File: src/rtl/uart_tx_arbiter.sv
// Round-robin arbiter sharing one byte-wide UART transmitter among NUM_REQ sources,
// with a watchdog that aborts a byte if the transmitter never reports tx_done.
module uart_tx_arbiter #(
    parameter int NUM_REQ        = 4,
    parameter int IDX_W          = 2,
    parameter int TIMEOUT_CYCLES = 100000,
    parameter int TO_W           = 20,
    parameter int GAP_CYCLES     = 2
) (
    input  logic                   clk,
    input  logic                   rst_n,
    input  logic [NUM_REQ-1:0]     req,
    input  logic [NUM_REQ*8-1:0]   req_data,
    output logic [NUM_REQ-1:0]     ack,
    output logic                   tx_en,
    output logic [7:0]             tx_data,
    input  logic                   tx_done,
    output logic                   busy,
    output logic [IDX_W-1:0]       grant_id,
    output logic                   timeout_pulse,
    output logic                   err_flag,
    input  logic                   err_clr
);

    localparam int GAP_W = (GAP_CYCLES > 1) ? $clog2(GAP_CYCLES) : 1;

    localparam logic [IDX_W:0]     LP_NUM      = (IDX_W+1)'(NUM_REQ);
    localparam logic [IDX_W-1:0]   LP_LAST_RST = IDX_W'(NUM_REQ - 1);
    localparam logic [TO_W-1:0]    LP_TO_LAST  = TO_W'(TIMEOUT_CYCLES - 1);
    localparam logic [GAP_W-1:0]   LP_GAP_LAST = GAP_W'(GAP_CYCLES - 1);

    typedef enum logic [1:0] {
        S_IDLE,
        S_START,
        S_WAIT,
        S_GAP
    } state_t;

    state_t               r_state;
    logic [IDX_W-1:0]     r_last;
    logic [IDX_W-1:0]     r_grant;
    logic [TO_W-1:0]      r_wdog;
    logic [GAP_W-1:0]     r_gap;
    logic [NUM_REQ-1:0]   r_ack;
    logic                 r_tx_en;
    logic [7:0]           r_tx_data;
    logic                 r_busy;
    logic                 r_timeout;
    logic                 r_err;

    logic [IDX_W-1:0]     w_sel;
    logic                 w_any;
    logic [IDX_W:0]       w_pos;
    logic [IDX_W-1:0]     w_idx;

    // Search starts just after the last served requester so the pointer rotates.
    always_comb begin
        // NOTE: every variable gets a default before the loop so no path leaves it unassigned (no latch).
        w_sel = '0;
        w_any = 1'b0;
        w_pos = '0;
        w_idx = '0;
        for (int k = 1; k <= NUM_REQ; k++) begin
            w_pos = {1'b0, r_last} + (IDX_W+1)'(k);
            if (w_pos >= LP_NUM) begin
                w_pos = w_pos - LP_NUM;
            end
            w_idx = w_pos[IDX_W-1:0];
            if (!w_any && req[w_idx]) begin
                w_any = 1'b1;
                w_sel = w_idx;
            end
        end
    end

    always_ff @(posedge clk or negedge rst_n) begin
        if (!rst_n) begin
            r_state   <= S_IDLE;
            r_last    <= LP_LAST_RST;
            r_grant   <= '0;
            r_wdog    <= '0;
            r_gap     <= '0;
            r_ack     <= '0;
            r_tx_en   <= 1'b0;
            r_tx_data <= 8'h00;
            r_busy    <= 1'b0;
            r_timeout <= 1'b0;
            r_err     <= 1'b0;
        end else begin
            r_ack     <= '0;
            r_timeout <= 1'b0;
            // NOTE: non-blocking assignments; a later one in this block wins, which gives an abort's set priority over err_clr.
            if (err_clr) begin
                r_err <= 1'b0;
            end

            case (r_state)
                S_IDLE: begin
                    if (w_any) begin
                        r_grant   <= w_sel;
                        r_tx_data <= req_data[{w_sel, 3'b000} +: 8];
                        r_busy    <= 1'b1;
                        r_tx_en   <= 1'b1;
                        r_state   <= S_START;
                    end
                end

                S_START: begin
                    r_tx_en <= 1'b0;
                    r_wdog  <= '0;
                    r_gap   <= '0;
                    r_state <= S_WAIT;
                end

                S_WAIT: begin
                    if (tx_done) begin
                        r_ack[r_grant] <= 1'b1;
                        r_last         <= r_grant;
                        r_state        <= S_GAP;
                    end else if (r_wdog == LP_TO_LAST) begin
                        r_ack[r_grant] <= 1'b1;
                        r_timeout      <= 1'b1;
                        r_err          <= 1'b1;
                        r_last         <= r_grant;
                        r_state        <= S_GAP;
                    end else begin
                        r_wdog <= r_wdog + TO_W'(1);
                    end
                end

                S_GAP: begin
                    // Idle spacing keeps tx_en low long enough for the transmitter's edge detector.
                    if (r_gap == LP_GAP_LAST) begin
                        r_busy  <= 1'b0;
                        r_state <= S_IDLE;
                    end else begin
                        r_gap <= r_gap + GAP_W'(1);
                    end
                end

                default: begin
                    r_state <= S_IDLE;
                end
            endcase
        end
    end

    assign ack           = r_ack;
    assign tx_en         = r_tx_en;
    assign tx_data       = r_tx_data;
    assign busy          = r_busy;
    assign grant_id      = r_grant;
    assign timeout_pulse = r_timeout;
    assign err_flag      = r_err;

endmodule
File: config.mk
export PLATFORM = sky130hd
export DESIGN_NAME = uart_tx_arbiter
export DESIGN_NICKNAME = d
export VERILOG_FILES = /design/src/rtl/uart_tx_arbiter.sv
export SDC_FILE = /design/constraint.sdc
export NUM_CORES = 1
export LEC_CHECK = 0
export BUFFER_PORTS_ARGS = -buffer_cell sky130_fd_sc_hd__clkbuf_2
export CAP_MARGIN = 5
export CORE_ASPECT_RATIO = 0.5
export CORE_MARGIN = 2
export CORE_UTILIZATION = 53
export CTS_CLUSTER_SIZE = 16
export DETAILED_ROUTE_END_ITERATION = 10
export GPL_ROUTABILITY_DRIVEN = 1
export MAX_ROUTING_LAYER = met4
export PLACE_DENSITY = 0.8
export RECOVER_POWER = 100
export SETUP_SLACK_MARGIN = 0.2
export SKIP_CTS_REPAIR_TIMING = 1
export SYNTH_ARGS = -nofsm -noshare
export SYNTH_HDL_FRONTEND = slang
export SYNTH_SLANG_ARGS = --single-unit
File: constraint.sdc
create_clock -name clk -period 2.47 [get_ports clk]
set_clock_uncertainty 0.1 [all_clocks]
set_input_delay 0.1235 -clock clk [delete_from_list [all_inputs] [get_ports clk]]
set_output_delay 0.1235 -clock clk [all_outputs]
set_load 0.1 [all_outputs]
==> metrics.txt, run 1 <==
TritonCTS Buffers=5; dominant cell type by area after synthesis=dfrtp_1; worst slew pin tran=1.18 ns; fillers=330; Max IR drop VDD=0.000493 V; Synth Flop Type=dfrtp_1; synth unique cells=46; Core Util, Final=68.2%; YS warnings=0; RSZ-0062 raised after global routing=false; Hold EP=tx_data[0]$_DFFE_PN0P_; synthesized area=2320 µm²; Max FO, Critical Path=16; sequential area share after synthesis=46.4%; clock slew at reported path FFs=0.08 ns; largest net degree at the start of global routing=44; HP Class=primary input to flop; die extent in x=97.6 µm; CTS tree=done; Final setup viols=0; WL/cell=14.2 µm; Core ar.=4040 µm²; Clk pwr share=16.9%; Logic pwr share=51.8%; Syn Nets=273; vias in the first global route=1839; FF-to-FF Start=r_last[0]$_DFFE_PN1P_; maximum clock rate=453 MHz; Post-Place Cells=335; P_int=1.62 mW; Root Buffer=clkbuf_8; Seq pwr share=31.3%; final wirelength=4910 µm; post-synth top area share=44.2%; status=completed; leakage power total=1.31 nW; FF-to-FF path depth=6; asr flop ratio synth=100%; hpwl dp=3630 µm; non-filler cells, final=345; Crit Path Class=flop to flop; Fin Setup TNS=0 ns; max_cap viols=0; global-route wire length before repair=8290 µm; Final ANT Viol Nets=0; Pins Over Slew Limit=0; sw frac=50.6%; cells after synthesis=227; r2r setup slk=0.26 ns; clock tree buffer depth=2; vias per inst=5.73; Setup crit end kind=flop; Tmin final=2.21 ns; HP Start=req_data[24]; DIE AREA=4960 µm²; PwrDens=1190 nW/µm²; DRC errors left=0; Post-Syn Area per Cell=10.2 µm²; global route overflow=0; Starting Density=57.5%; NetSw=1.66 mW; hold path depth=3; dpl cell area=2660 µm²; Startpoint Class=flop; post-route cell area=2760 µm²; Worst-Skew Late Latency=0.29 ns; Slew HR=21.6%; Final nets=336; total track usage=21.5%; endpoints failing hold=0; Post-synth EDFFs=0; initial antenna violation count=0; Ant. Diodes=0; area grow syn2layout=18.7%; routability cong.=0.863; vias=1978; top cells by area, synth=dfrtp_1, mux2i_1, nand2_1; crit path DAT=2.26 ns; Synth Register Bits=43; ratio of cells with drive above 1 in the final layout=19.6%; CTS H-tree depth=2; drt pass-1 iters=4; CTS sink count=43; DRT iter0 DRCs=67; Ports=58; die height=50.8 µm; final worst-path cycle share=89.3%; Rows=16; # port buffers=57; Critical R2R Capture=tx_data[2]$_DFFE_PN0P_; WP data required=2.52 ns
## cell type report
type | count | area (µm²) | share of cell area [%]
Clock buffer | 6 | 82.6 | 2.99
Clock inverter | 2 | 35.0 | 1.27
Inverter | 8 | 30.0 | 1.09
Multi-Input combinational cell | 169 | 1160 | 42.1
Sequential cell | 43 | 1080 | 39.1
Tap cell | 54 | 67.6 | 2.45
Timing Repair Buffer | 63 | 303 | 11.0
## power by group through the flow
| stage | Clock [mW] | Sequential (mW) | Combinational, mW |
|---|---|---|---|
| 2_1_floorplan | 0 | 1.76 | 0.713 |
| 3_3_place_gp | 0 | 1.03 | 1.72 |
| 3_5_place_dp | 0 | 1.04 | 1.76 |
| 4_1_cts | 0.570 | 1.03 | 1.76 |
| 5_1_grt | 0.604 | 1.05 | 1.84 |
| 6_report | 0.555 | 1.03 | 1.70 |
## Yosys cell counts, types with 3 or more instances
master and count:
nand2_1 27, nor2_1 9, nand3_1 12, nand4_1 6, o21ai_0 10, and4_1 3, a21oi_1 3, nand2b_1 6
o211ai_1 4, o31ai_1 4, and3_1 3, clkbuf_1 3, o221ai_1 9, ha_1 6, mux2i_1 20, inv_1 8
dfrtp_1 41, mux2_2 3, nor2b_1 3, xor2_1 3, nor3_1 10, a21o_1 3
## metrics by stage
step	setup slack [ns]	power [mW]	hold slack, ns
floorplan	0.519	2.47	-0.272
finish	0.263	3.29	0.0507
detailed placement	0.388	2.80	0.262
CTS	0.271	3.36	-0.0620
global placement	0.482	2.75	0.244
global route	0.116	3.49	0.0634
## kinds of logic after synthesis
kind of cell             Yosys count  share of synthesized area (%)
flip-flops                        43                           46.4
buffers and inverters             15                           3.39
AND/OR/NAND/NOR                   92                           20.7
multiplexers                      24                           10.6
adder cells (fa/ha/maj)            6                           3.23
XOR/XNOR                           4                           1.51
AO/OA/AOI/OAI                     43                           14.2
## flip-flops by register name, indices dropped and copies added (netlist names)
signal / flops
r_gap: 1
err_flag: 1
r_last: 2
tx_en: 1
grant_id: 2
r_state: 2
r_wdog: 20
ack: 4
timeout_pulse: 1
busy: 1
tx_data: 8
## worst max path at each step
stage / from / endpoint
after global placement: r_wdog[15]$_DFFE_PN0P_ / r_wdog[2]$_DFFE_PN0P_
after detailed placement: r_state[0]$_DFFE_PN0P_ / r_wdog[17]$_DFFE_PN0P_
after global routing: r_last[0]$_DFFE_PN1P_ / tx_data[7]$_DFFE_PN0P_
after CTS: r_state[0]$_DFFE_PN0P_ / r_wdog[7]$_DFFE_PN0P_
after floorplan: r_wdog[0]$_DFFE_PN0P_ / r_wdog[3]$_DFFE_PN0P_
final: r_last[0]$_DFFE_PN1P_ / tx_data[2]$_DFFE_PN0P_
## routing by layer
metal  wire [µm]  vias up  global-route usage [%]
met2        2370       66                    37.0
li1            -      957                       -
met4          35        0                    5.09
met3         335        4                    6.16
met1        2180      951                    25.8
met5           0        -                       -
## cells in the final DEF (no fill, tap or decap), drive strengths merged, types with 4 or more instances in the layout
cell type  count
o221ai         9
clkbuf        66
mux2i         20
o211ai         4
o31ai          4
nand3         12
nand4          6
nor3          10
mux2           4
nand2b         6
nand2         28
nor2           9
o21ai         13
dfrtp         41
inv            8
ha             6
## critical path, stage by stage (launching register included)
cell and delay (ns):
dfstp_1 0.57, nand2b_1 0.14, o21ai_1 0.12, a221oi_4 0.24, clkbuf_2 0.47, mux2i_1 0.28
o221ai_1 0.14
Note: power is estimated with default switching activity, not from simulation.
==> inputs of run 2 (changes only) <==
- CORE_UTILIZATION: 53 -> 45
- PLACE_DENSITY: 0.8 -> 0.69
==> run 2 against run 1 <==
Against the previous run:
- critical path depth unchanged
- the run now ends with negative hold slack left
- global-route usage is 2.7 points lower
- die area is 17% higher
- largest cell class unchanged
- cell count is 6.7% higher
- maximum frequency down 1.2%
- clock power shrank 12%
- routed wire length increased by 7.1%
- worst setup slack worse by 0.026 ns
- worst hold slack worse by 0.070 ns
- highest routed layer unchanged
- sequential power about the same
- combinational power rose by 4%
- via count is 1.0% higher
==> metrics.txt, run 2 (synthesis results as in run 1) <==
HP Class=primary input to flop; area grow syn2layout=21.2%; Tmin final=2.23 ns; maximum clock rate=448 MHz; Rows=18; hpwl dp=3710 µm; die extent in x=106 µm; CTS H-tree depth=2; Starting Density=46.9%; HP Start=err_clr; hold path depth=3; most frequent cells in the layout=dfrtp_1, clkbuf_2, nand2_1; r2r setup slk=0.24 ns; final wirelength=5260 µm; Core Util, Final=56.8%; DIE AREA=5790 µm²; Largest Register=r_wdog; FF-to-FF path depth=6; leading cell type in the layout, fill and taps excluded=dfrtp_1; Ant. Diodes=0; Final ANT Viol Nets=0; CTS sink count=43; leakage power total=1.33 nW; dpl cell area=2670 µm²; total track usage=18.8%; Max IR drop VDD=0.000548 V; Startpoint Class=flop; Final nets=343; final worst-path cycle share=90.4%; Critical Path Max Stage Delay=0.56 ns; initial antenna violation count=0; die height=54.8 µm; fillers=443; global-route wire length before repair=8180 µm; Slew HR=21.5%; routability cong.=0.792; global route overflow=0; CTS tree=done; status=finished with violations; CP delay by family, top=flip-flops; PwrDens=1170 nW/µm²; CP Cell Sequence=nand2b_1 -> o21ai_0 -> a221oi_4 -> clkbuf_2 -> mux2i_1 -> o221ai_1; post-route cell area=2820 µm²; Fin Setup TNS=0 ns; drt pass-1 iters=4; Max FO, Critical Path=16; clock tree buffer depth=2; largest net degree at the start of global routing=44; FF-to-FF Start=r_last[0]$_DFFE_PN1P_; crit path DAT=2.29 ns; endpoints failing hold=1; Pwr Total=3.29 mW; max_cap viols=0; crit path max-delay cell type=dfstp_1; Hold Slack=-0.0195 ns; worst path buffer plus inverter count=1; WP data required=2.52 ns; # port buffers=57; Hold EP=err_flag$_DFF_PN0_; Largest register FFs=20; Crit Path Class=flop to flop; RSZ-0062 raised after global routing=true; Root Buffer=clkbuf_8; WL/cell=14.3 µm; failing checks=negative hold slack; Worst-Skew Late Latency=0.30 ns; clock slew at reported path FFs=0.08 ns; Critical R2R Capture=tx_data[3]$_DFFE_PN0P_; Ports=58; TritonCTS Buffers=5; worst slew pin tran=1.18 ns; Setup crit end kind=flop; vias=1998; DRC errors left=0; Final setup viols=0; ratio of cells with drive above 1 in the final layout=21.1%; Core ar.=4950 µm²; Pins Over Slew Limit=0; vias per inst=5.43; vias in the first global route=1811; DRT iter0 DRCs=91
-- run 2: layer usage --
metal,wire [µm],up-vias,part of all wire [%],track usage [%]
met5,0,-,0,-
met4,64,0,1.2,9.21
met3,248,10,4.7,4.52
met2,2630,50,50,32.0
met1,2320,959,44,21.8
li1,-,979,-,-
-- run 2: how the worst max path moves through the flow --
stage                                         to                  start  slack, ns  depth (start not counted)
final                     tx_data[3]$_DFFE_PN0P_  r_last[0]$_DFFE_PN1P_       0.24                          6
after global placement     r_wdog[3]$_DFFE_PN0P_  r_wdog[0]$_DFFE_PN0P_       0.28                          6
after floorplan            r_wdog[3]$_DFFE_PN0P_  r_wdog[0]$_DFFE_PN0P_       0.52                          6
after global routing      tx_data[3]$_DFFE_PN0P_  r_last[0]$_DFFE_PN1P_       0.09                          6
after detailed placement   r_wdog[3]$_DFFE_PN0P_  r_wdog[0]$_DFFE_PN0P_       0.17                          6
after CTS                  r_wdog[3]$_DFFE_PN0P_  r_wdog[0]$_DFFE_PN0P_       0.16                          6
-- run 2: per-stage QoR --
stage          std cells  setup WS (ns)
5_1_grt              368         0.0905
4_1_cts              358          0.157
2_1_floorplan        227          0.519
6_report             368          0.237
3_5_place_dp         350          0.166
3_3_place_gp         350          0.283
-- run 2: layout make-up --
| type | instances | area, µm² | area share (%) |
|---|---|---|---|
| clock buffers | 8 | 100 | 3.56 |
| inverters | 8 | 30.0 | 1.07 |
| flip-flops and latches | 43 | 1080 | 38.3 |
| well taps | 70 | 87.6 | 3.11 |
| repair buffers | 69 | 338 | 12.0 |
| multi-input cells | 170 | 1180 | 42.0 |
-- run 2: worst min-delay path, delay by kind of cell --
| family | cells | cell delay (ns) |
|---|---|---|
| compound gates | 1 | 0.10 |
| buf+inv | 2 | 0.12 |
-- run 2: power by group --
part           switching (mW)  internal [mW]  leakage [nW]
Sequential              0.139          0.885         0.563
Combinational            1.33          0.448         0.716
Clock                   0.235          0.255        0.0515
==> inputs of run 3 (changes only) <==
- ABC_AREA: default -> 1
- PLACE_DENSITY: 0.69 -> 0.67
==> run 3 against run 2 <==
Against the previous run:
- the run now ends clean
- via count rose by 45%
- combinational power rose by 100%
- total power rose by 63%
- design area rose by 28%
- worst setup slack improved by 0.065 ns
- clock power rose by 55%
- maximum frequency rose by 3.0%
- cell count rose by 57%
- largest power group unchanged
==> metrics.txt, run 3 <==
status=completed; largest net degree at the start of global routing=44; most frequent cells in the layout=nand2_1, inv_1, dfrtp_1, clkbuf_2, nand3_1; synthesized area=2920 µm²; Slew HR=21.5%; final worst setup slack=0.302 ns; sequential area share after synthesis=37.0%; vias in the first global route=2571; crit path DAT=2.22 ns; HP Class=primary input to flop; dominant cell type by area after synthesis=dfrtp_1; vias per inst=5.02; # port buffers=57; die extent in x=118 µm; Largest Register=r_wdog; drt pass-1 iters=5; DRC errors left=0; Rows=20; CTS tree=done; Critical R2R Capture=busy$_DFFE_PN0P_; top cell types by occurrence after synthesis=nand2_1, inv_1, dfrtp_1, nand3_1, nand4_1; TritonCTS Buffers=5; pre-CTS setup slack=0.262 ns; P_int=2.43 mW; Ports=58; FF-to-FF path depth=11; final worst-path cycle share=87.8%; total track usage=21.3%; clock tree buffer depth=2; cells after synthesis=409; Largest register FFs=20; initial antenna violation count=0; Starting Density=47.4%; area grow syn2layout=23.6%; hold path depth=4; DRT iter0 DRCs=240; worst slew pin tran=1.18 ns; Tmin final=2.17 ns; clock slew at reported path FFs=0.06 ns; Root Buffer=clkbuf_16; Synth Flop Type=dfrtp_1; max_cap viols=0; asr flop ratio synth=100%; Pins Over Slew Limit=0; PwrDens=1490 nW/µm²; Startpoint Class=flop; Fin Setup TNS=0 ns; Final setup viols=0; Max IR drop VDD=0.000593 V; Post-Syn Area per Cell=7.13 µm²; Post-Place Cells=552; Setup crit end kind=flop; final wirelength=7390 µm; r2r setup slk=0.30 ns; HP Start=tx_done; leading cell type in the layout, fill and taps excluded=nand2_1; global route overflow=0; vias=2889; WL/cell=12.8 µm; Syn Nets=455; FF-to-FF Start=r_last[0]$_DFFE_PN1P_; non-filler cells, final=576; RSZ-0062 raised after global routing=true; Core ar.=6160 µm²; Worst-Skew Late Latency=0.29 ns; top cells by area, synth=dfrtp_1, nand2_1, inv_1; YS warnings=0; post-synth top area share=35.2%; hpwl dp=5270 µm; DIE AREA=7180 µm²; Final ANT Viol Nets=0; dominant cell by count in the synthesized netlist=nand2_1; Post-synth EDFFs=0; Clk pwr share=14.2%; routability cong.=0.936; global-route wire length before repair=11800 µm; CTS H-tree depth=2; WP data required=2.53 ns; Synth Register Bits=43; Final nets=533; Hold EP=timeout_pulse$_DFF_PN0_; Max FO, Critical Path=10; NetSw=2.93 mW; endpoints failing hold=0; maximum clock rate=461 MHz; leakage power total=1.89 nW; CTS sink count=43; Seq pwr share=19.0%; ratio of cells with drive above 1 in the final layout=20.9%; Logic pwr share=66.8%; synth unique cells=31; sw frac=54.7%; Crit Path Class=flop to flop; die height=60.9 µm; Ant. Diodes=0
==> run 3: cell count changes in the layout (fill, tap and decap cells not counted), moves of 6 or more <==
cell	previous run	this run
nand4_1	6	23
o22ai_1	0	7
nand2b_1	6	0
nand2_1	28	108
inv_1	8	70
nor2_1	9	17
o221ai_1	9	0
nand2_2	0	17
xor2_1	3	12
nand3_1	12	36
mux2i_1	20	0
o21ai_0	11	19
buf_4	3	14
clkbuf_8	7	0
==> run 3: worst max-delay path by stage <==
| stage | startpoint | end | slack (ns) |
|---|---|---|---|
| floorplan | r_last[0]$_DFFE_PN1P_ | tx_data[0]$_DFFE_PN0P_ | 0.56 |
| global placement | r_last[0]$_DFFE_PN1P_ | tx_data[0]$_DFFE_PN0P_ | 0.30 |
| detailed placement | r_last[0]$_DFFE_PN1P_ | tx_data[0]$_DFFE_PN0P_ | 0.26 |
| CTS | r_last[0]$_DFFE_PN1P_ | tx_data[0]$_DFFE_PN0P_ | 0.26 |
| global route | r_last[0]$_DFFE_PN1P_ | tx_data[6]$_DFFE_PN0P_ | 0.10 |
| finish | r_last[0]$_DFFE_PN1P_ | busy$_DFFE_PN0P_ | 0.30 |
==> run 3: stage by stage <==
step / power [mW] / hold slack [ns] / util [%] / area [µm²]
after detailed placement: 4.20 / 0.134 / 53.7 / 3310
after global routing: 5.74 / 0.0769 / 58.5 / 3600
final: 5.36 / 0.0343 / 58.5 / 3600
after CTS: 4.97 / -0.173 / 56.5 / 3480
after floorplan: 3.64 / -0.272 / - / 2920
after global placement: 4.17 / 0.130 / 53.7 / 3310
==> run 3: logic make-up after synthesis <==
group / Yosys count / synth area share (%)
simple gates: 226 / 37.6
xor+xnor: 12 / 3.61
fa+ha+maj: 6 / 2.58
compound gates: 36 / 7.08
flops: 43 / 37.0
buf+inv: 86 / 12.1
==> run 3: final cells by class <==
type                            count  area (µm²)
Fill cell                         603        2550
Clock buffer                        5         125
Timing Repair Buffer               79         437
Sequential cell                    43        1080
Inverter                           76         290
Multi-Input combinational cell    282        1520
Tap cell                           88         110
Clock inverter                      3        43.8
==> run 3: power by group through the flow <==
stage	clock (mW)	sequential, mW	combinational [mW]
2_1_floorplan	0	1.75	1.89
3_3_place_gp	0	1.05	3.12
3_5_place_dp	0	1.05	3.15
4_1_cts	0.770	1.04	3.16
5_1_grt	0.805	1.04	3.89
6_report	0.760	1.02	3.58
==> run 3: layer usage <==
metal  up-vias  part of all wire [%]  wire (µm)  global-route usage [%]
li1       1466                     -          -                       -
met1      1326                    48       3580                    27.6
met2        80                    45       3320                    34.6
met3        17                   5.0        366                    4.14
met4         0                   1.6        120                    6.02
met5         -                     0          0                       -
==> run 3: worst max-delay path, cell delays in order (launching register included) <==
cell and delay, ns:
dfstp_2 0.56, buf_12 0.12, inv_6 0.05, nand2_1 0.06, nand2_2 0.06, nand2_2 0.09
nand2_4 0.08, nor2_8 0.11, nand3_4 0.15, nand2_1 0.21, clkbuf_1 0.32, o21ai_0 0.13
